`src/rtl/lm_pkg.sv`:
```
// ----------------------------------------------------------------------------
// lm_pkg
// Shared types for the LED display multiplexer:
//   lm_mode_e  - display select on the 'mode' input (ERR, DATA, STICKY, STATUS)
//   lm_state_e - state of the data hold FSM in lm_hold_buffer
//   cnt_width  - width of a down-counter that must hold values 0..n-1
// ----------------------------------------------------------------------------
package lm_pkg;

    typedef enum logic [1:0] {
        LM_ERR    = 2'd0,
        LM_DATA   = 2'd1,
        LM_STICKY = 2'd2,
        LM_STATUS = 2'd3
    } lm_mode_e;

    typedef enum logic {
        LM_IDLE = 1'b0,
        LM_HOLD = 1'b1
    } lm_state_e;

    // A counter holding n-1 needs at least one bit, even when n is 1.
    function automatic int cnt_width(input int n);
        return (n > 1) ? $clog2(n) : 1;
    endfunction

endpackage

```
`src/rtl/lm_hold_buffer.sv`:
```
// ----------------------------------------------------------------------------
// lm_hold_buffer
// Keeps each received byte on display for at least HOLD_CYC cycles. While a
// byte is being held, one further byte may wait in a single pending slot; a
// newer byte overwrites it and raises the overflow flag until clear_i.
//
// Ports:
//   clk        - clock, rising edge
//   rst        - synchronous active-high reset
//   valid_i    - one-cycle strobe for data_i
//   data_i     - received byte
//   clear_i    - clears the overflow flag
//   disp_d_o   - displayed byte as it will be after this edge (next-state),
//                so the parent can register it without an extra cycle
//   overflow_o - registered overflow flag
// ----------------------------------------------------------------------------
module lm_hold_buffer
    import lm_pkg::*;
#(
    parameter int DATA_W   = 8,
    parameter int HOLD_CYC = 1024
) (
    input  logic              clk,
    input  logic              rst,
    input  logic              valid_i,
    input  logic [DATA_W-1:0] data_i,
    input  logic              clear_i,
    output logic [DATA_W-1:0] disp_d_o,
    output logic              overflow_o
);

    localparam int              CNT_W      = cnt_width(HOLD_CYC);
    localparam logic [CNT_W-1:0] CNT_RELOAD = CNT_W'(HOLD_CYC - 1);

    lm_state_e         state_q, state_d;
    logic [CNT_W-1:0]  cnt_q, cnt_d;
    logic [DATA_W-1:0] disp_q, disp_d;
    logic [DATA_W-1:0] pend_q, pend_d;
    logic              pend_vld_q, pend_vld_d;
    logic              ovf_q, ovf_d;

    always_comb begin
        // NOTE: every signal gets a default before the case so no path can
        // leave it unassigned; a missing default here infers a latch.
        state_d    = state_q;
        cnt_d      = cnt_q;
        disp_d     = disp_q;
        pend_d     = pend_q;
        pend_vld_d = pend_vld_q;
        ovf_d      = ovf_q & ~clear_i;

        unique case (state_q)
            LM_IDLE: begin
                if (valid_i) begin
                    disp_d  = data_i;
                    cnt_d   = CNT_RELOAD;
                    state_d = LM_HOLD;
                end
            end
            LM_HOLD: begin
                if (cnt_q == '0) begin
                    if (pend_vld_q) begin
                        // Promote the waiting byte; a byte arriving now takes
                        // the slot it just vacated, so this is not an overflow.
                        disp_d     = pend_q;
                        cnt_d      = CNT_RELOAD;
                        pend_vld_d = valid_i;
                        if (valid_i) pend_d = data_i;
                    end else if (valid_i) begin
                        disp_d = data_i;
                        cnt_d  = CNT_RELOAD;
                    end else begin
                        state_d = LM_IDLE;
                    end
                end else begin
                    cnt_d = cnt_q - CNT_W'(1);
                    if (valid_i) begin
                        pend_d     = data_i;
                        pend_vld_d = 1'b1;
                        // A fresh overwrite wins over a simultaneous clear.
                        if (pend_vld_q) ovf_d = 1'b1;
                    end
                end
            end
            default: state_d = LM_IDLE;
        endcase
    end

    // NOTE: sequential state uses non-blocking assignments so every register
    // samples the pre-edge values regardless of statement order.
    always_ff @(posedge clk) begin
        if (rst) begin
            // NOTE: the displayed and pending bytes are storage but are reset
            // anyway, so a reset mid-hold can never resurface a stale byte.
            state_q    <= LM_IDLE;
            cnt_q      <= '0;
            disp_q     <= '0;
            pend_q     <= '0;
            pend_vld_q <= 1'b0;
            ovf_q      <= 1'b0;
        end else begin
            state_q    <= state_d;
            cnt_q      <= cnt_d;
            disp_q     <= disp_d;
            pend_q     <= pend_d;
            pend_vld_q <= pend_vld_d;
            ovf_q      <= ovf_d;
        end
    end

    assign disp_d_o   = disp_d;
    assign overflow_o = ovf_q;

endmodule

```
`src/rtl/led_display_mux.sv`:
```
// ----------------------------------------------------------------------------
// led_display_mux
// Drives a bank of LEDs with one of four views selected by 'mode':
//   ERR    - last CM / UART error vectors plus heartbeat on the top LED
//   DATA   - received UART bytes, each held for at least HOLD_CYC cycles
//   STICKY - OR-accumulated CM / UART errors (cleared by err_clear) + heartbeat
//   STATUS - config_notification
// leds is registered and reflects an input change one cycle later.
//
// Build option: define LM_HEARTBEAT_EN to drive leds[LED_W-1] from a
// free-running divider (toggles every 2^BLINK_DIV cycles); otherwise it is 0
// and no divider exists.
//
// Ports:
//   clk, rst                              - clock, synchronous active-high reset
//   mode                                  - display select
//   UART_data, UART_data_valid            - received byte and strobe
//   CM_errors, CM_errors_valid            - CM error vector and strobe
//   UART_errors, UART_errors_valid        - UART error vector and strobe
//   err_clear                             - clears sticky errors and overflow
//   config_notification                   - configuration status byte
//   leds                                  - registered LED drive
//   data_overflow                         - a pending byte was overwritten
// ----------------------------------------------------------------------------
module led_display_mux
    import lm_pkg::*;
#(
    parameter int LED_W      = 8,
    parameter int DATA_W     = 8,
    parameter int CM_ERR_W   = 4,
    parameter int UART_ERR_W = 2,
    parameter int HOLD_CYC   = 1024,
    parameter int BLINK_DIV  = 24
) (
    input  logic                  clk,
    input  logic                  rst,
    input  logic [1:0]            mode,
    input  logic [DATA_W-1:0]     UART_data,
    input  logic                  UART_data_valid,
    input  logic [CM_ERR_W-1:0]   CM_errors,
    input  logic                  CM_errors_valid,
    input  logic [UART_ERR_W-1:0] UART_errors,
    input  logic                  UART_errors_valid,
    input  logic                  err_clear,
    input  logic [7:0]            config_notification,
    output logic [LED_W-1:0]      leds,
    output logic                  data_overflow
);

    // The error views need both vectors below the heartbeat LED.
    if (CM_ERR_W + UART_ERR_W > LED_W - 1) begin : g_width_check
        $error("led_display_mux: CM_ERR_W + UART_ERR_W exceeds LED_W - 1");
    end

    lm_mode_e mode_e;
    assign mode_e = lm_mode_e'(mode);

    // Data path
    logic [DATA_W-1:0] disp_d;

    lm_hold_buffer #(
        .DATA_W   (DATA_W),
        .HOLD_CYC (HOLD_CYC)
    ) u_hold (
        .clk        (clk),
        .rst        (rst),
        .valid_i    (UART_data_valid),
        .data_i     (UART_data),
        .clear_i    (err_clear),
        .disp_d_o   (disp_d),
        .overflow_o (data_overflow)
    );

    // Error registers
    logic [CM_ERR_W-1:0]   cm_last_q, cm_last_d, cm_sticky_q, cm_sticky_d;
    logic [UART_ERR_W-1:0] ua_last_q, ua_last_d, ua_sticky_q, ua_sticky_d;

    assign cm_last_d   = CM_errors_valid ? CM_errors : cm_last_q;
    assign ua_last_d   = UART_errors_valid ? UART_errors : ua_last_q;
    // Clear and a new vector together leave exactly the new vector.
    assign cm_sticky_d = (err_clear ? '0 : cm_sticky_q) | (CM_errors_valid ? CM_errors : '0);
    assign ua_sticky_d = (err_clear ? '0 : ua_sticky_q) | (UART_errors_valid ? UART_errors : '0);

    // Heartbeat
    logic hb_d;
`ifdef LM_HEARTBEAT_EN
    logic [BLINK_DIV:0] hb_cnt_q, hb_cnt_d;
    assign hb_cnt_d = hb_cnt_q + 1'b1;
    assign hb_d     = hb_cnt_d[BLINK_DIV];

    always_ff @(posedge clk) begin
        if (rst) hb_cnt_q <= '0;
        else     hb_cnt_q <= hb_cnt_d;
    end
`else
    assign hb_d = 1'b0;
`endif

    // Truncate or zero-extend the byte views to the LED width.
    logic [LED_W-1:0] data_rs, stat_rs;
    for (genvar g = 0; g < LED_W; g++) begin : g_resize
        if (g < DATA_W) begin : g_data
            assign data_rs[g] = disp_d[g];
        end else begin : g_data_pad
            assign data_rs[g] = 1'b0;
        end
        if (g < 8) begin : g_stat
            assign stat_rs[g] = config_notification[g];
        end else begin : g_stat_pad
            assign stat_rs[g] = 1'b0;
        end
    end

    // Output select works on next-state values so leds lags inputs by one cycle.
    logic [LED_W-1:0] leds_q, leds_d;

    always_comb begin
        leds_d = '0;
        unique case (mode_e)
            LM_ERR: begin
                leds_d[CM_ERR_W-1:0]          = cm_last_d;
                leds_d[CM_ERR_W +: UART_ERR_W] = ua_last_d;
                leds_d[LED_W-1]               = hb_d;
            end
            LM_STICKY: begin
                leds_d[CM_ERR_W-1:0]          = cm_sticky_d;
                leds_d[CM_ERR_W +: UART_ERR_W] = ua_sticky_d;
                leds_d[LED_W-1]               = hb_d;
            end
            LM_DATA:   leds_d = data_rs;
            LM_STATUS: leds_d = stat_rs;
            default:   leds_d = '0;
        endcase
    end

    always_ff @(posedge clk) begin
        if (rst) begin
            leds_q      <= '0;
            cm_last_q   <= '0;
            ua_last_q   <= '0;
            cm_sticky_q <= '0;
            ua_sticky_q <= '0;
        end else begin
            leds_q      <= leds_d;
            cm_last_q   <= cm_last_d;
            ua_last_q   <= ua_last_d;
            cm_sticky_q <= cm_sticky_d;
            ua_sticky_q <= ua_sticky_d;
        end
    end

    assign leds = leds_q;

endmodule

```
`config.mk`:
```
export PLATFORM = sky130hd
export DESIGN_NAME = led_display_mux
export DESIGN_NICKNAME = d
export VERILOG_FILES = /design/src/rtl/lm_pkg.sv /design/src/rtl/lm_hold_buffer.sv /design/src/rtl/led_display_mux.sv
export SDC_FILE = /design/constraint.sdc
export NUM_CORES = 1
export LEC_CHECK = 0
export CORE_MARGIN = 4
export CORE_UTILIZATION = 56
export CTS_BUF_LIST = sky130_fd_sc_hd__clkbuf_8 sky130_fd_sc_hd__clkbuf_16
export DETAILED_ROUTE_END_ITERATION = 8
export DONT_BUFFER_PORTS = 1
export PLACE_DENSITY_LB_ADDON = 0.05
export SLEW_MARGIN = 20
export SYNTH_ARGS = -nofsm -noshare
export SYNTH_HDL_FRONTEND = slang
export SYNTH_SLANG_ARGS = --single-unit
```
`constraint.sdc`:
```
create_clock -name clk -period 2.1 [get_ports clk]
set_clock_uncertainty 0.1 [all_clocks]
set_input_delay 0.21 -clock clk [delete_from_list [all_inputs] [get_ports clk]]
set_output_delay 0.21 -clock clk [all_outputs]
set_load 0.005 [all_outputs]
```
# Word-level counts from Yosys, hierarchy flattened
# Cells that the tools add are included.
# word_totals
word_cells	58
reg_bits	49
in_bits	30
# op_classes
muxes	31
add_sub_neg	1
reduce_logical	6
n_eq_ne	4
n_bitwise	5
# op_table
cell	count
2-to-1 mux 8 bit	6
2-to-1 mux 10 bit	3
case mux 6 bit (4 select lines)	1
case mux 10 bit (2 select lines)	1
case mux 8 bit (2 select lines)	1
2-to-1 mux 4 bit	3
zero test 10 bit	1
2-to-1 mux 1 bit	10
subtractor 10 x 1 -> 10 bit (second input constant)	1
2-to-1 mux 2 bit	3
equality test 2 bit (second input constant)	2
bitwise OR 4 bit	1
case mux 1 bit (2 select lines)	2
AND reduction 2 bit	2
case mux 1 bit (3 select lines)	1
equality test 2 x 1 -> 1 bit (second input constant)	1
zero test 2 bit	1
!= test 2 x 1 -> 1 bit (second input constant)	1
inverter 1 bit	2
bitwise OR 2 bit	1
nonzero test 2 bit	1
OR reduction 2 bit	1
bitwise AND 1 bit	1

# Longest topological paths before layout
# Gate-level depths: netlist of run 1.
# logic_depth
word_depth	6
depth_mapped	7

# Hierarchy
# From an unflattened synthesis of run 1, not the netlist that was laid out.
# unflattened
hier_cells	267
area_unflattened_um2	2386.0
# modules_own_cells
mod	cells_each	area_per_inst_um2	n_inst
lm_hold_buffer	191	1579.0	1
led_display_mux	76	807.0	1

# Worst setup path before layout of run 1
# OpenSTA, ideal clock, no wires.
# synth_timing
kind	reg2reg
startpoint	register u_hold.cnt_q[5]
endpoint	register leds_q[6] (netlist: leds[6])
path_slack_ps	4
required_ps	1899
synth_period_minus_slack_ps	2096
arrival_ps	1895
path_stages_with_launch	6
path_cell_list	dfxtp_1 -> nor4_1 -> nand3_1 -> clkbuf_1 -> mux2i_1 -> o41ai_1
# synth_via
elab_chain_cells	4
# synth_rtl
item	line_no	rtl
start, declared	lm_hold_buffer.sv:36	logic [CNT_W-1:0] cnt_q, cnt_d;
start signal, assigned	lm_hold_buffer.sv:103	cnt_q <= cnt_d;
zero test 10 bit	lm_hold_buffer.sv:61	if (cnt_q == '0) begin
2-to-1 mux 8 bit	lm_hold_buffer.sv:61	
case mux 8 bit (2 select lines)	lm_hold_buffer.sv:52	unique case (state_q)
case mux 1 bit (2 select lines)	led_display_mux.sv:119	unique case (mode_e)
end signal, assigned	led_display_mux.sv:144	leds_q <= leds_d;
end, declared	led_display_mux.sv:115	logic [LED_W-1:0] leds_q, leds_d;
# Every way passes these cells.
# A chain may end at the register's enable or synchronous reset.

# Worst setup path in the final report of run 1
# layout_timing
startpoint	register u_hold.cnt_q[6]
endpoint	register u_hold.pend_q[3]
# layout_via
elab_chain_cells	3
word_cells_on_any_way	4
classes_between	1 x eq/ne; 1 x mux; 2 x reduce/logical
# layout_rtl
item	line_no	rtl
zero test 10 bit *	lm_hold_buffer.sv:61	
!= test 2 x 1 -> 1 bit (no line)	-	
AND reduction 2 bit (no line)	-	
end signal, assigned	lm_hold_buffer.sv:105	pend_q <= pend_d;
end, declared	lm_hold_buffer.sv:38	logic [DATA_W-1:0] pend_q, pend_d;
# Every way passes the cells marked *; elsewhere a longest branch is shown, timed or not.

==> results of run 1 <==
worst max-delay path: stages (launching register included):
cell     delay (ns)
dfxtp_1        0.38
or4_4          0.57
o41ai_4        0.35
buf_6          0.21
mux2i_2        0.22
nor2_1         0.06
flip-flops by register name, indices dropped and copies added, names as in the netlist:
| name | cells |
|---|---|
| ua_sticky_q | 2 |
| leds | 8 |
| u_hold.disp_q | 8 |
| u_hold.overflow_o | 1 |
| u_hold.state_q | 1 |
| u_hold.cnt_q | 10 |
| cm_sticky_q | 4 |
| ua_last_q | 2 |
| cm_last_q | 4 |
| u_hold.pend_vld_q | 1 |
| u_hold.pend_q | 8 |
synth_stat cells, types with 3 or more instances:
master,instances
o32ai_1,6
a221o_1,6
and2_1,7
nand2b_1,22
mux2i_1,24
nor3_1,14
mux2_2,6
clkbuf_1,12
a21oi_1,5
o31ai_1,10
nand2_1,10
nor2_1,23
a32oi_1,7
o41ai_1,3
nand3_1,3
inv_1,6
a22oi_1,6
dfxtp_1,49
o21ai_0,12
through the flow:
step	power (uW)	cell area [um^2]
after detailed placement	1470	2550
after global placement	1470	2550
final	2090	2920
after floorplan	1380	2460
after CTS	2080	2890
after global routing	2200	2920
cell families after synthesis:
group           count (synthesis)  synth area share [%]
mux                            30                  12.5
buf+inv                        21                  3.61
fa+ha+maj                       2                  1.02
flops                          49                  39.9
simple gates                   92                  20.1
compound gates                 71                  22.9
report_power, final:
| part | switching, uW | internal [uW] | total, uW |
|---|---|---|---|
| Clock | 304 | 261 | 565 |
| Combinational | 230 | 226 | 456 |
| Sequential | 62.3 | 1010 | 1070 |
layer usage:
metal	up-vias	global-route usage, %	routed length (um)
li1	1060	-	-
met1	1001	35.0	3030
met5	-	0	0
met4	0	7.11	101
met3	12	5.41	406
met2	75	35.2	2630
layout make-up:
class                   count  area [um^2]  share of cell area [%]
multi-input cells         195         1410                    48.4
flip-flops and latches     49          981                    33.6
repair buffers             36          344                    11.8
clock buffers               6         82.6                    2.83
well taps                  50         62.6                    2.15
inverters                   7         26.3                   0.901
clock inverters             1         7.51                   0.258
what timing repair did:
action	CTS	global route
resized for setup	0	5
setup endpoints to repair	0	8
hold buffers	24	0
hold endpoints to repair	40	0
worst max-delay path by stage:
stage	start	to	slack [ns]	cells past startpoint
5_1_grt	u_hold.cnt_q[6]	u_hold.pend_q[3]	0.002	5
3_3_place_gp	u_hold.cnt_q[0]	u_hold.cnt_q[8]	0.13	7
2_1_floorplan	u_hold.cnt_q[5]	leds[6]	0.004	5
6_report	u_hold.cnt_q[6]	u_hold.pend_q[3]	0.09	5
3_5_place_dp	u_hold.cnt_q[0]	u_hold.pend_q[6]	0.13	7
4_1_cts	u_hold.cnt_q[0]	u_hold.pend_q[3]	0.07	7
==> flow_summary.json, run 1 <==
{
  "area_growth_pct": 18.6,
  "worst-endpoint-required_ns": 2.18,
  "drc": 0,
  "dieArea_um2": 5510,
  "fin_crit_sh_pct": 95.8,
  "ios": 39,
  "layout_setup_ws_ns": 0.0888,
  "avgSynthCellArea_um2": 9.28,
  "violations": "hold timing",
  "ys_seq_area_share_pct": 39.9,
  "hold_violations": 1,
  "tns_ns": 0,
  "synth_ff_type": "dfxtp_1",
  "start_util_pct": 59.7,
  "synth_edf_count": 0,
  "htreeDepth": 2,
  "cellLeakagePower_uw": 0.00121,
  "wl_um": 6170,
  "netlist.area_leader.share_pct": 39.9,
  "clk_latency_ns": 0.30,
  "clk_pin_slew_ns": 0.09,
  "synth_fp_nets": 297,
  "worstHoldStart": "CM_errors_valid",
  "ir_drop_mv": 0.536,
  "setup_violations": 0,
  "layout.nets": 326,
  "fin_cells": 344,
  "first_global_vias": 1993,
  "yosys_warnings": 0,
  "drt_iter0_markers": 205,
  "die_height_um": 74.3,
  "fin_crit_ns": 2.01,
  "core_um2": 4120,
  "antenna_cells": 0,
  "fmax_ghz": 0.497,
  "final_cell_mix": "49 x dfxtp_1, 23 x nor2_1, 23 x mux2i_1, 23 x dlygate4sd3_1, 22 x nand2b_1",
  "wl_per_cell_um": 17.9,
  "fillers": 342,
  "place_congestion": 0.867,
  "cts_tree": "yes",
  "postCtsSetupRepairBufs": 0,
  "firstDrtPassIters": 4,
  "power.density_nw_per_um2": 717,
  "end_kind": "flip-flop",
  "antenna_found_initial": 0,
  "reg2reg_slack_ns": 0.09,
  "layout_commonest_cell": "dfxtp_1",
  "finalMaxSlewViolations": 0,
  "synthCells": 265,
  "synth-seq-cells": 49,
  "rsz0062_at_grt": "false",
  "worst_slew_pin_slew_ns": 0.425,
  "hold_ws_ns": -0.00262,
  "drv_cap": 0,
  "whs_path_depth": 2,
  "grt_max_degree": 39,
  "clkSinkCount": 49,
  "syn-cell-area_um2": 2460,
  "utilization_pct": 70.8,
  "rows": 23,
  "hpwl_um": 4050,
  "cp.arrival_ns": 2.10,
  "cp_max_fo": 8,
  "hold_class": "in -> reg",
  "place_ws_ns": 0.126,
  "rr_worst_depth": 5,
  "ant_nets": 0,
  "regToRegStartpoint": "u_hold.cnt_q[6]",
  "numCtsBuffers": 5,
  "worstSetupPathType": "reg -> reg",
  "async_reset_ff_share_pct": 0,
  "yosys.area.top_type": "dfxtp_1",
  "grt_pass1_wl_um": 10000,
  "gr-total-overflow": 0,
  "slew-limit-headroom_pct": 71.6,
  "place_inst": 313,
  "status": "complete, but fails checks",
  "grt_usage_pct": 23.9,
  "r2r-end": "u_hold.pend_q[3]",
  "synthTopCellsByArea": "dfxtp_1 40%, mux2i_1 9.8%, nand2b_1 5.6%",
  "root_buffer": "clkbuf_8",
  "hold_path_end": "cm_sticky_q[0]",
  "vias_per_cell": 6.24,
  "drive_above_1_share_pct": 12.9,
  "die_width_um": 74.3,
  "cts_buffer_depth": 2,
  "via_count": 2148,
  "synth_cell_types": 46,
  "startpoint_type": "flip-flop",
  "port_buffers": 0
}
Power figures use the tool's default switching activity.
==> run 2, diff against run 1 <==
--- a/config.mk
+++ b/config.mk
@@ -5,8 +5,9 @@
 export SDC_FILE = /design/constraint.sdc
 export NUM_CORES = 1
 export LEC_CHECK = 0
+export ABC_AREA = 1
 export CORE_MARGIN = 4
-export CORE_UTILIZATION = 56
+export CORE_UTILIZATION = 57
 export CTS_BUF_LIST = sky130_fd_sc_hd__clkbuf_8 sky130_fd_sc_hd__clkbuf_16
 export DETAILED_ROUTE_END_ITERATION = 8
 export DONT_BUFFER_PORTS = 1
==> run 2 against run 1 <==
Compared with the run above:
- the run now ends clean
- sequential power about the same
- maximum frequency up 9.5%
- non-clock buffer count down 22
- cell area down 4.7%
- critical path type unchanged
- largest power group unchanged
==> flow_summary.json, run 2 <==
{
  "dieArea_um2": 5530,
  "setup_violations": 0,
  "hold_violations": 0,
  "grt_pass1_wl_um": 9590,
  "fmax_ghz": 0.544,
  "met3WireLength_um": 371,
  "slew-limit-headroom_pct": 56.9,
  "wl_per_cell_um": 13.1,
  "start_util_pct": 60.6,
  "critPathCapture": "u_hold.pend_q[6]",
  "synth_cell_types": 29,
  "hold_class": "in -> reg",
  "worst-endpoint-required_ns": 2.20,
  "cp_max_fo": 17,
  "tns_ns": 0,
  "cts_buffer_depth": 2,
  "met1_length_um": 2590,
  "synth_edf_count": 0,
  "layout.nets": 415,
  "rows": 23,
  "synth-seq-cells": 49,
  "startpoint_type": "flip-flop",
  "rr_worst_depth": 11,
  "ant_nets": 0,
  "worst_slew_pin_slew_ns": 0.645,
  "wl_met2_um": 2680,
  "root_buffer": "clkbuf_8",
  "power_uw": 2170,
  "drt_iter0_markers": 181,
  "synthTopCellsByArea": "dfxtp_1 39%, nand2_1 18%, a21oi_1 7.0%",
  "worstSetupPathType": "reg -> reg",
  "die_height_um": 74.4,
  "ys_seq_area_share_pct": 39.0,
  "ir_drop_mv": 0.422,
  "place_congestion": 0.837,
  "avgSynthCellArea_um2": 6.75,
  "regToRegStartpoint": "u_hold.cnt_q[0]",
  "fin_crit_sh_pct": 87.5,
  "cts_tree": "yes",
  "antenna_cells": 0,
  "reg2reg_slack_ns": 0.26,
  "wl_um": 5700,
  "r2r-end": "u_hold.pend_q[6]",
  "power.density_nw_per_um2": 782,
  "die_width_um": 74.4,
  "end_kind": "flip-flop",
  "gr-total-overflow": 0,
  "vias_per_cell": 5.19,
  "yosys_warnings": 0,
  "layout_commonest_cell": "nand2_1",
  "status": "finished clean",
  "drive_above_1_share_pct": 12.5,
  "cellLeakagePower_uw": 0.00134,
  "cp.arrival_ns": 1.94,
  "ios": 39,
  "area_growth_pct": 10.6,
  "clk_pin_slew_ns": 0.09,
  "synthCells": 372,
  "port_buffers": 0,
  "numCtsBuffers": 5,
  "fin_crit_ns": 1.84,
  "yosys.area.top_type": "dfxtp_1",
  "finalMaxSlewViolations": 0,
  "async_reset_ff_share_pct": 0,
  "netlist.area_leader.share_pct": 39.0,
  "core_um2": 4140,
  "antenna_found_initial": 0,
  "grt_usage_pct": 22.2,
  "worstSetupStartpoint": "u_hold.cnt_q[0]",
  "clkSinkCount": 49,
  "htreeDepth": 2,
  "hpwl_um": 3960,
  "regMostFlops": "u_hold.cnt_q",
  "synth_fp_nets": 404,
  "drc": 0,
  "grt_max_degree": 33,
  "first_global_vias": 2151,
  "synth_ff_type": "dfxtp_1",
  "largest_reg_flops": 10,
  "via_count": 2252,
  "syn-cell-area_um2": 2510,
  "clk_latency_ns": 0.30,
  "postCtsSetupRepairBufs": 0,
  "top_layer": "met4",
  "final_cell_mix": "119 x nand2_1, 49 x dfxtp_1, 42 x inv_1",
  "synth_common_cells": "119 x nand2_1, 49 x dfxtp_1, 42 x inv_1, 35 x a21oi_1, 27 x nor2_1",
  "firstDrtPassIters": 4,
  "synth_most_common_cell": "nand2_1",
  "drv_cap": 0,
  "rsz0062_at_grt": "false"
}
==> run 2: changes by cell type after synthesis, sizes merged, moves of 7 or more <==
cell	delta
inv	+43
o31ai	-9
nand2b	-22
mux2i	-24
nand2	+114
nor3	-13
a32oi	-7
and2	-7
nor2	+17
nand3	+23
a21oi	+30
==> run 2: stage by stage <==
stage	worst slack, ns	instances	hold slack (ns)	area [um^2]	utilization (%)
after floorplan	0.493	372	0.243	2510	-
after global placement	0.360	414	0.180	2530	61.0
after detailed placement	0.318	414	0.182	2530	61.0
after CTS	0.292	434	0.0118	2780	67.1
after global routing	0.153	434	0.0273	2780	67.1
final	0.263	434	0.0207	2780	67.1
==> run 2: logic make-up after synthesis <==
logic type	synth area share [%]
DFF	39.0
AOI/OAI and AO/OA	15.9
buffers and inverters	9.91
and+or+nand+nor	33.4
xor gates and xnor gates	0.697
adders and majority gates	0.996
==> run 2: report_power, final <==
| part | internal, uW | total, uW | switching [uW] | leakage [uW] |
|---|---|---|---|---|
| logic | 154 | 417 | 263 | 0.000880 |
| registers | 1000 | 1050 | 43.0 | 0.000405 |
| clock network | 388 | 711 | 324 | 0.0000574 |
==> run 2: cell type report <==
cell class / count / area, um^2
clock buffer: 6 / 82.6
clock inverter: 2 / 37.5
fill: 392 / 1370
inverter: 50 / 188
multi-input combinational: 263 / 1280
sequential: 49 / 981
tap: 50 / 62.6
timing repair buffer: 14 / 145
==> run 2: worst min path at each step <==
stage | start | to | slack, ns | depth (start not counted)
floorplan | UART_data[0] | u_hold.pend_q[0] | 0.24 | 2
global placement | rst | u_hold.pend_q[6] | 0.18 | 1
detailed placement | rst | u_hold.pend_q[0] | 0.18 | 1
CTS | config_notification[1] | leds[1] | 0.01 | 2
global route | mode[1] | leds[0] | 0.03 | 2
finish | mode[1] | leds[6] | 0.02 | 3
==> run 2: critical path, stage by stage (launching register included) <==
cell and delay, ns:
dfxtp_1 0.33, inv_1 0.10, ha_1 0.16, inv_1 0.05, nor2_1 0.16, nand3_4 0.17, nand2_4 0.15, nand2_4 0.07
nand2_4 0.20, nand2_1 0.12, o21ai_2 0.09, nor2_2 0.04
==> run 2: metal layers <==
layer	up-vias	global-route usage [%]
met5	-	0
met4	0	5.93
met3	5	5.95
met2	52	37.6
met1	1000	28.0
li1	1195	-
==> run 2: what timing repair did <==
item | CTS | global route
hold buffers | 12 | 0
gates resized for setup | 0 | 0
endpoints found under the hold margin | 34 | 0
